[config.mk]
export PLATFORM = sky130hd
export DESIGN_NAME = mem_port_arbiter_flat
export DESIGN_NICKNAME = d
export VERILOG_FILES = /design/src/rtl/mem_port_arbiter_if.sv /design/src/rtl/mem_port_arbiter.sv /design/src/flat_wrapper.sv
export SDC_FILE = /design/constraint.sdc
export NUM_CORES = 1
export LEC_CHECK = 0
export BUFFER_PORTS_ARGS = -buffer_cell sky130_fd_sc_hd__buf_2
export CORE_ASPECT_RATIO = 0.9
export CORE_UTILIZATION = 30
export DETAILED_ROUTE_END_ITERATION = 16
export HOLD_SLACK_MARGIN = 0.1
export PLACE_DENSITY = 0.57
export SLEW_MARGIN = 10
export SYNTH_ARGS = -nofsm -noshare
export SYNTH_HDL_FRONTEND = slang
export SYNTH_SLANG_ARGS = --single-unit
[constraint.sdc]
create_clock -name clk -period 2.7 [get_ports clk]
set_clock_uncertainty 0.2 [all_clocks]
set_input_delay 0.135 -clock clk [delete_from_list [all_inputs] [get_ports clk]]
set_output_delay 0.135 -clock clk [all_outputs]
set_load 0.05 [all_outputs]
[src/rtl/mem_port_arbiter_if.sv]
// mem_port_arbiter_if: fetch port, data port and memory bus of the shared single-port memory
//   slave  - arbiter side: takes requests and m_rdata, drives grants, returns, stalls, memory controls
//   master - pipeline + memory side: the mirror image
interface mem_port_arbiter_if #(
    parameter int ADDR_W = 8,
    parameter int DATA_W = 32
);
    logic              i_req;
    logic [ADDR_W-1:0] i_addr;
    logic              i_flush;
    logic              i_gnt;
    logic              i_valid;
    logic [DATA_W-1:0] i_rdata;
    logic              i_stall;
    logic              d_req;
    logic              d_we;
    logic [ADDR_W-1:0] d_addr;
    logic [DATA_W-1:0] d_wdata;
    logic              d_gnt;
    logic              d_valid;
    logic [DATA_W-1:0] d_rdata;
    logic              d_stall;
    logic              m_en;
    logic              m_we;
    logic [ADDR_W-1:0] m_addr;
    logic [DATA_W-1:0] m_wdata;
    logic [DATA_W-1:0] m_rdata;
    modport slave (
        input  i_req, i_addr, i_flush, d_req, d_we, d_addr, d_wdata, m_rdata,
        output i_gnt, i_valid, i_rdata, i_stall, d_gnt, d_valid, d_rdata, d_stall,
               m_en, m_we, m_addr, m_wdata
    );
    modport master (
        output i_req, i_addr, i_flush, d_req, d_we, d_addr, d_wdata, m_rdata,
        input  i_gnt, i_valid, i_rdata, i_stall, d_gnt, d_valid, d_rdata, d_stall,
               m_en, m_we, m_addr, m_wdata
    );
endinterface

[src/rtl/mem_port_arbiter.sv]
// mem_port_arbiter: shares one sync-read memory between the fetch port and the MEM-stage data port
//   clk, rst - clock and synchronous active-high reset
//   bus      - fetch request/grant/return, data request/grant/return, per-port stalls, memory bus
module mem_port_arbiter #(
    parameter int ADDR_W     = 8,
    parameter int DATA_W     = 32,
    parameter int STARVE_MAX = 3
) (
    input logic          clk,
    input logic          rst,
    mem_port_arbiter_if.slave bus
);
    typedef enum logic [1:0] {NONE, FETCH, DATA} pend_t;
    pend_t             pend_q, pend_d;
    logic [3:0]        starve_q, starve_d;
    logic [DATA_W-1:0] i_rdata_q, i_rdata_d, d_rdata_q, d_rdata_d;
    logic              fetch_ok, starved, i_gnt, d_gnt, i_valid, d_valid;
    always_comb begin
        fetch_ok  = bus.i_req & ~bus.i_flush & ~rst;
        starved   = starve_q == 4'(STARVE_MAX);
        // data has priority unless fetch has waited through STARVE_MAX data grants
        d_gnt     = bus.d_req & ~rst & ~(fetch_ok & starved);
        i_gnt     = fetch_ok & ~d_gnt;
        // a flush in the return cycle squashes the fetch data
        i_valid   = ~rst & (pend_q == FETCH) & ~bus.i_flush;
        d_valid   = ~rst & (pend_q == DATA);
        pend_d    = i_gnt ? FETCH : (d_gnt & ~bus.d_we) ? DATA : NONE;
        starve_d  = (i_gnt | ~bus.i_req) ? 4'd0 :
                    (d_gnt & fetch_ok & ~starved) ? starve_q + 4'd1 : starve_q;
        i_rdata_d = i_valid ? bus.m_rdata : i_rdata_q;
        d_rdata_d = d_valid ? bus.m_rdata : d_rdata_q;
    end
    always_ff @(posedge clk) begin
        if (rst) begin
            pend_q    <= NONE;
            starve_q  <= 4'd0;
            i_rdata_q <= '0;
            d_rdata_q <= '0;
        end else begin
            pend_q    <= pend_d;
            starve_q  <= starve_d;
            i_rdata_q <= i_rdata_d;
            d_rdata_q <= d_rdata_d;
        end
    end
    // read data passes straight through in the return cycle and is held afterwards
    assign bus.i_gnt   = i_gnt;
    assign bus.i_valid = i_valid;
    assign bus.i_rdata = i_rdata_d;
    assign bus.i_stall = ~rst & bus.i_req & ~i_gnt;
    assign bus.d_gnt   = d_gnt;
    assign bus.d_valid = d_valid;
    assign bus.d_rdata = d_rdata_d;
    // a data read keeps MEM stalled from its grant through its return cycle
    assign bus.d_stall = ~rst & ((bus.d_req & ~d_gnt) | (d_gnt & ~bus.d_we) | d_valid);
    assign bus.m_en    = i_gnt | d_gnt;
    assign bus.m_we    = d_gnt & bus.d_we;
    assign bus.m_addr  = i_gnt ? bus.i_addr : d_gnt ? bus.d_addr : '0;
    assign bus.m_wdata = d_gnt ? bus.d_wdata : '0;
endmodule

[src/flat_wrapper.sv]
// flat-port wrapper written by rule: the top's interface ports become plain ports
module mem_port_arbiter_flat 
#(
    parameter int ADDR_W     = 8,
    parameter int DATA_W     = 32,
    parameter int STARVE_MAX = 3
)
  (clk, rst, bus_i_req, bus_i_addr, bus_i_flush, bus_d_req, bus_d_we, bus_d_addr, bus_d_wdata, bus_m_rdata, bus_i_gnt, bus_i_valid, bus_i_rdata, bus_i_stall, bus_d_gnt, bus_d_valid, bus_d_rdata, bus_d_stall, bus_m_en, bus_m_we, bus_m_addr, bus_m_wdata);
  mem_port_arbiter_if #(.ADDR_W(ADDR_W), .DATA_W(DATA_W)) bus_i ();
  input logic clk;
  input logic rst;
  input wire logic [$bits(bus_i.i_req)-1:0] bus_i_req;
  input wire logic [$bits(bus_i.i_addr)-1:0] bus_i_addr;
  input wire logic [$bits(bus_i.i_flush)-1:0] bus_i_flush;
  input wire logic [$bits(bus_i.d_req)-1:0] bus_d_req;
  input wire logic [$bits(bus_i.d_we)-1:0] bus_d_we;
  input wire logic [$bits(bus_i.d_addr)-1:0] bus_d_addr;
  input wire logic [$bits(bus_i.d_wdata)-1:0] bus_d_wdata;
  input wire logic [$bits(bus_i.m_rdata)-1:0] bus_m_rdata;
  output wire logic [$bits(bus_i.i_gnt)-1:0] bus_i_gnt;
  output wire logic [$bits(bus_i.i_valid)-1:0] bus_i_valid;
  output wire logic [$bits(bus_i.i_rdata)-1:0] bus_i_rdata;
  output wire logic [$bits(bus_i.i_stall)-1:0] bus_i_stall;
  output wire logic [$bits(bus_i.d_gnt)-1:0] bus_d_gnt;
  output wire logic [$bits(bus_i.d_valid)-1:0] bus_d_valid;
  output wire logic [$bits(bus_i.d_rdata)-1:0] bus_d_rdata;
  output wire logic [$bits(bus_i.d_stall)-1:0] bus_d_stall;
  output wire logic [$bits(bus_i.m_en)-1:0] bus_m_en;
  output wire logic [$bits(bus_i.m_we)-1:0] bus_m_we;
  output wire logic [$bits(bus_i.m_addr)-1:0] bus_m_addr;
  output wire logic [$bits(bus_i.m_wdata)-1:0] bus_m_wdata;
  assign bus_i.i_req = bus_i_req;
  assign bus_i.i_addr = bus_i_addr;
  assign bus_i.i_flush = bus_i_flush;
  assign bus_i.d_req = bus_d_req;
  assign bus_i.d_we = bus_d_we;
  assign bus_i.d_addr = bus_d_addr;
  assign bus_i.d_wdata = bus_d_wdata;
  assign bus_i.m_rdata = bus_m_rdata;
  assign bus_i_gnt = bus_i.i_gnt;
  assign bus_i_valid = bus_i.i_valid;
  assign bus_i_rdata = bus_i.i_rdata;
  assign bus_i_stall = bus_i.i_stall;
  assign bus_d_gnt = bus_i.d_gnt;
  assign bus_d_valid = bus_i.d_valid;
  assign bus_d_rdata = bus_i.d_rdata;
  assign bus_d_stall = bus_i.d_stall;
  assign bus_m_en = bus_i.m_en;
  assign bus_m_we = bus_i.m_we;
  assign bus_m_addr = bus_i.m_addr;
  assign bus_m_wdata = bus_i.m_wdata;
  mem_port_arbiter #(.ADDR_W(ADDR_W), .DATA_W(DATA_W), .STARVE_MAX(STARVE_MAX)) u_core (.clk(clk), .rst(rst), .bus(bus_i));
endmodule
Word-level counts from Yosys, hierarchy flattened
Index checks and enable logic that the tools add are counted.
{"block": "op_classes", "reduce_logical": 2, "add_sub_neg": 1, "multipliers": 0, "n_eq_ne": 3, "n_bitwise": 29, "magnitude_cmp": 0, "n_mux": 7, "div": 0, "shifts": 0}
{"op": "32-bit 2-to-1 mux", "count": 3}
{"op": "1-bit AND", "count": 17}
{"op": "8-bit 2-to-1 mux", "count": 2}
{"op": "1-bit inverter", "count": 8}
{"op": "4-bit by 1-bit adder with 4-bit output, second input constant", "count": 1}
{"op": "4-bit by 2-bit equality test with 1-bit output, second input constant", "count": 1}
{"op": "1-bit bitwise OR", "count": 4}
{"op": "2-bit OR reduction", "count": 2}
{"op": "2-bit by 1-bit equality test with 1-bit output, second input constant", "count": 1}
{"op": "2-bit equality test, second input constant", "count": 1}
{"op": "2-bit 2-to-1 mux", "count": 1}
{"op": "1-bit 2-to-1 mux", "count": 1}
{"block": "totals", "ram_bits": 0, "romBits": 0, "mem_count": 0, "latch_bits": 0, "word_cells": 47, "inputBits": 86, "ff_bits": 70, "out_inout_bits": 112}

Depth between registers and ports, before layout
{"block": "logic_depth", "ltp_word": 11, "depth_mapped": 5, "mapped_depth_nobuf": 4}

Worst setup path after synthesis
Ideal clock, no wire load.
{"block": "synth_timing", "kind": "reg2out", "from": "reg u_core.starve_q[0]", "to": "out bus_m_addr[0]", "slack_ps": 74, "t_arrival_ps": 2291, "path_stages_with_launch": 6, "path_buffers": 1, "t_required_ps": 2365, "cell_sequence": "dfxtp_1 -> ha_1 -> or3b_2 -> clkbuf_1 -> a21oi_2 -> a22o_1"}
{"block": "synth_between", "elab_chain_len": 7, "word_cells_on_any_way": 8, "classes_between": "1 x eq/ne; 2 x mux; 5 x bitwise"}
{"element": "start: declaration", "line": "mem_port_arbiter.sv:15", "rtl": "logic [3:0] starve_q, starve_d;"}
{"element": "start signal: assignment", "line": "mem_port_arbiter.sv:41", "rtl": "starve_q <= starve_d;"}
{"element": "4-bit by 2-bit equality test with 1-bit output", "line": "mem_port_arbiter.sv:20", "rtl": "starved = starve_q == 4'(STARVE_MAX);"}
{"element": "1-bit AND", "line": "mem_port_arbiter.sv:22", "rtl": "d_gnt = bus.d_req & ~rst & ~(fetch_ok & starved);"}
{"element": "1-bit inverter", "line": "mem_port_arbiter.sv:22"}
{"element": "1-bit AND", "line": "mem_port_arbiter.sv:22"}
{"element": "1-bit inverter", "line": "mem_port_arbiter.sv:23", "rtl": "i_gnt = fetch_ok & ~d_gnt;"}
{"element": "1-bit AND", "line": "mem_port_arbiter.sv:23"}
{"element": "via bus_i_gnt", "line": "flat_wrapper.sv:20", "rtl": "output wire logic [$bits(bus_i.i_gnt)-1:0] bus_i_gnt;"}
{"element": "8-bit 2-to-1 mux", "line": "mem_port_arbiter.sv:58", "rtl": "assign bus.m_addr = i_gnt ? bus.i_addr : d_gnt ? bus.d_addr : '0;"}
{"element": "end: declaration", "line": "flat_wrapper.sv:30", "rtl": "output wire logic [$bits(bus_i.m_addr)-1:0] bus_m_addr;"}
The timed path passes the listed nets, and every way through them passes these cells.

Worst setup path after layout
{"block": "layout_timing", "from": "reg u_core.starve_q[0]", "to": "out bus_m_addr[7]"}
{"block": "layout_between", "elab_chain_len": 7, "word_cells_on_any_way": 8, "classes_between": "1 x eq/ne; 2 x mux; 5 x bitwise"}
{"element": "4-bit by 2-bit equality test with 1-bit output (*)", "line": "mem_port_arbiter.sv:20"}
{"element": "1-bit AND (*)", "line": "mem_port_arbiter.sv:22"}
{"element": "1-bit inverter (*)", "line": "mem_port_arbiter.sv:22"}
{"element": "1-bit AND (*)", "line": "mem_port_arbiter.sv:22"}
{"element": "1-bit inverter", "line": "mem_port_arbiter.sv:23"}
{"element": "1-bit AND", "line": "mem_port_arbiter.sv:23"}
{"element": "8-bit 2-to-1 mux (*)", "line": "mem_port_arbiter.sv:58"}
Mark *: on every way between the ends. The rest lies on a longest branch, timed or not.

==> metrics <==
Fmax 0.395 GHz; Worst-Margin Slew 0.491 ns; GR Overflow Total 0; post-synthesis sequential area ratio 42.2%; Die Y 102 um; initial antenna violation count 1; Ports 198; fin worst setup slack 0.167 ns; top cell type's share of synthesized area 42.2%; Final Cycle Share 93.8%; type of origin of the critical path register; synth warn 0; post-synth top area cell dfxtp_1; relative slew slack 67.2%; final setup vio count 0; CP max stage cell or3b_2; root buf cell clkbuf_16; commonest non-fill, non-tap cell in the layout buf_2; Syn Nets 380; leak pwr 2.67 nW; vias in the first global route 2840; crit-path cells ha_1 > or3b_2 > a21oi_4 > a22o_1 > buf_2; Post-Place Worst Slack 0.426 ns; num rows 36; DR iter-0 viols 54; maxcap violations 0; drt total wl 8960 um; kind of critical path reg2out; first-pass GRT wire length 13700 um; Cell Pwr Density 528 mW/mm^2; GR Util All Layers 15.5%; Peak VDD IR 0.282 mV; Synth cell types 31; Critical Path RT 2.37 ns; CP max stage delay 0.54 ns; Max Slew Vio Count 0; TritonCTS buffer count 9; CTS tree yes; Setup Fix Bufs, Post-CTS 0; syn avg cell area 11.3 um^2; worst min path class in2reg; Area Overhead vs Synth 53.3%; first-pass detailed-route iteration total 4; Vias/cell 4.41; Layout Nets 613; Fill cells 1037; synthesized flop and latch total 70; Final HPWL DP 6680 um; Post-Syn Instances 293; routed via count 2929; crit end category primary output; DRC violations left 0; top cells by area, synth dfxtp_1 42%, mux2_4 13%, mux2_2 9.5%; core area 0.0108 mm^2; Starting Density 30.7%; Post-DRT Antenna Nets 0; Crit path max-delay family simple AND/OR/NAND/NOR gates; largest net degree at the start of global routing 44; Critical Path AT 2.20 ns; Avg WL per Cell 13.5 um; most frequent cells in the layout 197 x buf_2, 70 x dfxtp_1, 39 x nor2b_1, 37 x dlygate4sd3_1, 33 x and2_1; Clock transition at path regs 0.06 ns; routability cong. 0.865; H-tree levels 3; RSZ-0062 raised after global routing no; Die Area 0.0115 mm^2; clock buffer depth 2; Crit Path Max Fanout 9; min cycle time layout 2.53 ns; Port Buffers 197; clock sinks 70; setup tns final 0 ns; post-synthesis cell area 0.00332 mm^2; Final Hold Violating Endpoints 0; ratio of cells with drive above 1 in the final layout 53.4%; Buf/Inv on CP 1; die extent in x 113 um; status completed; Skew-Pair Late Insertion Delay 0.32 ns
[area by class of cell]
type	count	area (um^2)	share of cell area, %
Timing Repair Buffer	241	1410	27.7
Tap cell	133	166	3.27
Clock inverter	5	58.8	1.15
Sequential cell	70	1400	27.5
Inverter	1	3.75	0.0737
Multi-Input combinational cell	203	1810	35.6
Clock buffer	10	239	4.69
Antenna cell	1	2.50	0.0491
[synthesized netlist by cell type (all sizes together)]
master    n
buf       9
and4bb    1
nor3b     2
a21o      1
nor2b    39
a21oi     3
nand2b    1
nand4bb   1
ha        1
and2b    28
a21boi    1
inv       1
or3b      2
o21ai     5
nor2      3
or3       2
a22o      8
nand4b    1
and2     33
dfxtp    70
nand3     2
nor4b     1
mux2     64
clkbuf   10
a211oi    4
[sequential cells by signal, summed over array words and instances (netlist names)]
| name | count |
|---|---|
| u_core.pend_q | 2 |
| u_core.d_rdata_q | 32 |
| u_core.starve_q | 4 |
| u_core.i_rdata_q | 32 |
[final timing paths]
path                           start                 end  slack (ns)  cells past startpoint
setup / recovery  u_core.starve_q[0]       bus_m_addr[7]        0.17                      5
hold / removal           bus_i_flush  u_core.starve_q[3]        0.12                      3
setup reg to reg  u_core.starve_q[0]  u_core.starve_q[2]        0.24                      5
hold reg to reg   u_core.starve_q[1]  u_core.starve_q[1]        0.32                      2
[routing by layer]
layer	routed length [um]	up-vias	track usage, %
met4	182	0	5.87
met5	0	-	0
met3	484	13	3.80
met2	4660	115	29.6
li1	-	1461	-
met1	3640	1340	16.7
[where the power goes]
part / internal [mW] / switching, mW / leakage [nW]
Sequential: 1.05 / 0.00401 / 0.565
Combinational: 0.173 / 0.299 / 1.96
Clock: 0.736 / 0.431 / 0.141
[logic make-up after synthesis]
family / share of synthesized area (%)
AND/OR/NAND/NOR: 24.1
flip-flops: 42.2
multiplexers: 25.0
AO/OA/AOI/OAI: 4.78
buffers and inverters: 3.58
adder cells (fa/ha/maj): 0.377
[through the flow]
stage          hold WS, ns  cell area (um^2)  utilization (%)  power (mW)  std cells
4_1_cts              0.114              5080             47.0        2.74        663
6_report             0.121              5090             47.1        2.69        664
3_5_place_dp         0.150              4420             40.8        1.51        611
5_1_grt              0.157              5090             47.1        2.81        664
3_3_place_gp         0.146              4420             40.8        1.51        611
2_1_floorplan      0.00661              3320                -        1.37        293
[tightest hold or removal path, stage by stage]
cell and delay [ns]:
buf_2 0.16, a21oi_1 0.12, a211oi_1 0.18
[repair_timing]
action / 4_1_cts / 5_1_grt
endpoints found under the hold margin: 70 / 0
hold buffers: 37 / 0
resized for setup: 0 / 1
setup endpoints to repair: 0 / 5
No activity file was read; power rests on OpenSTA's default activity.
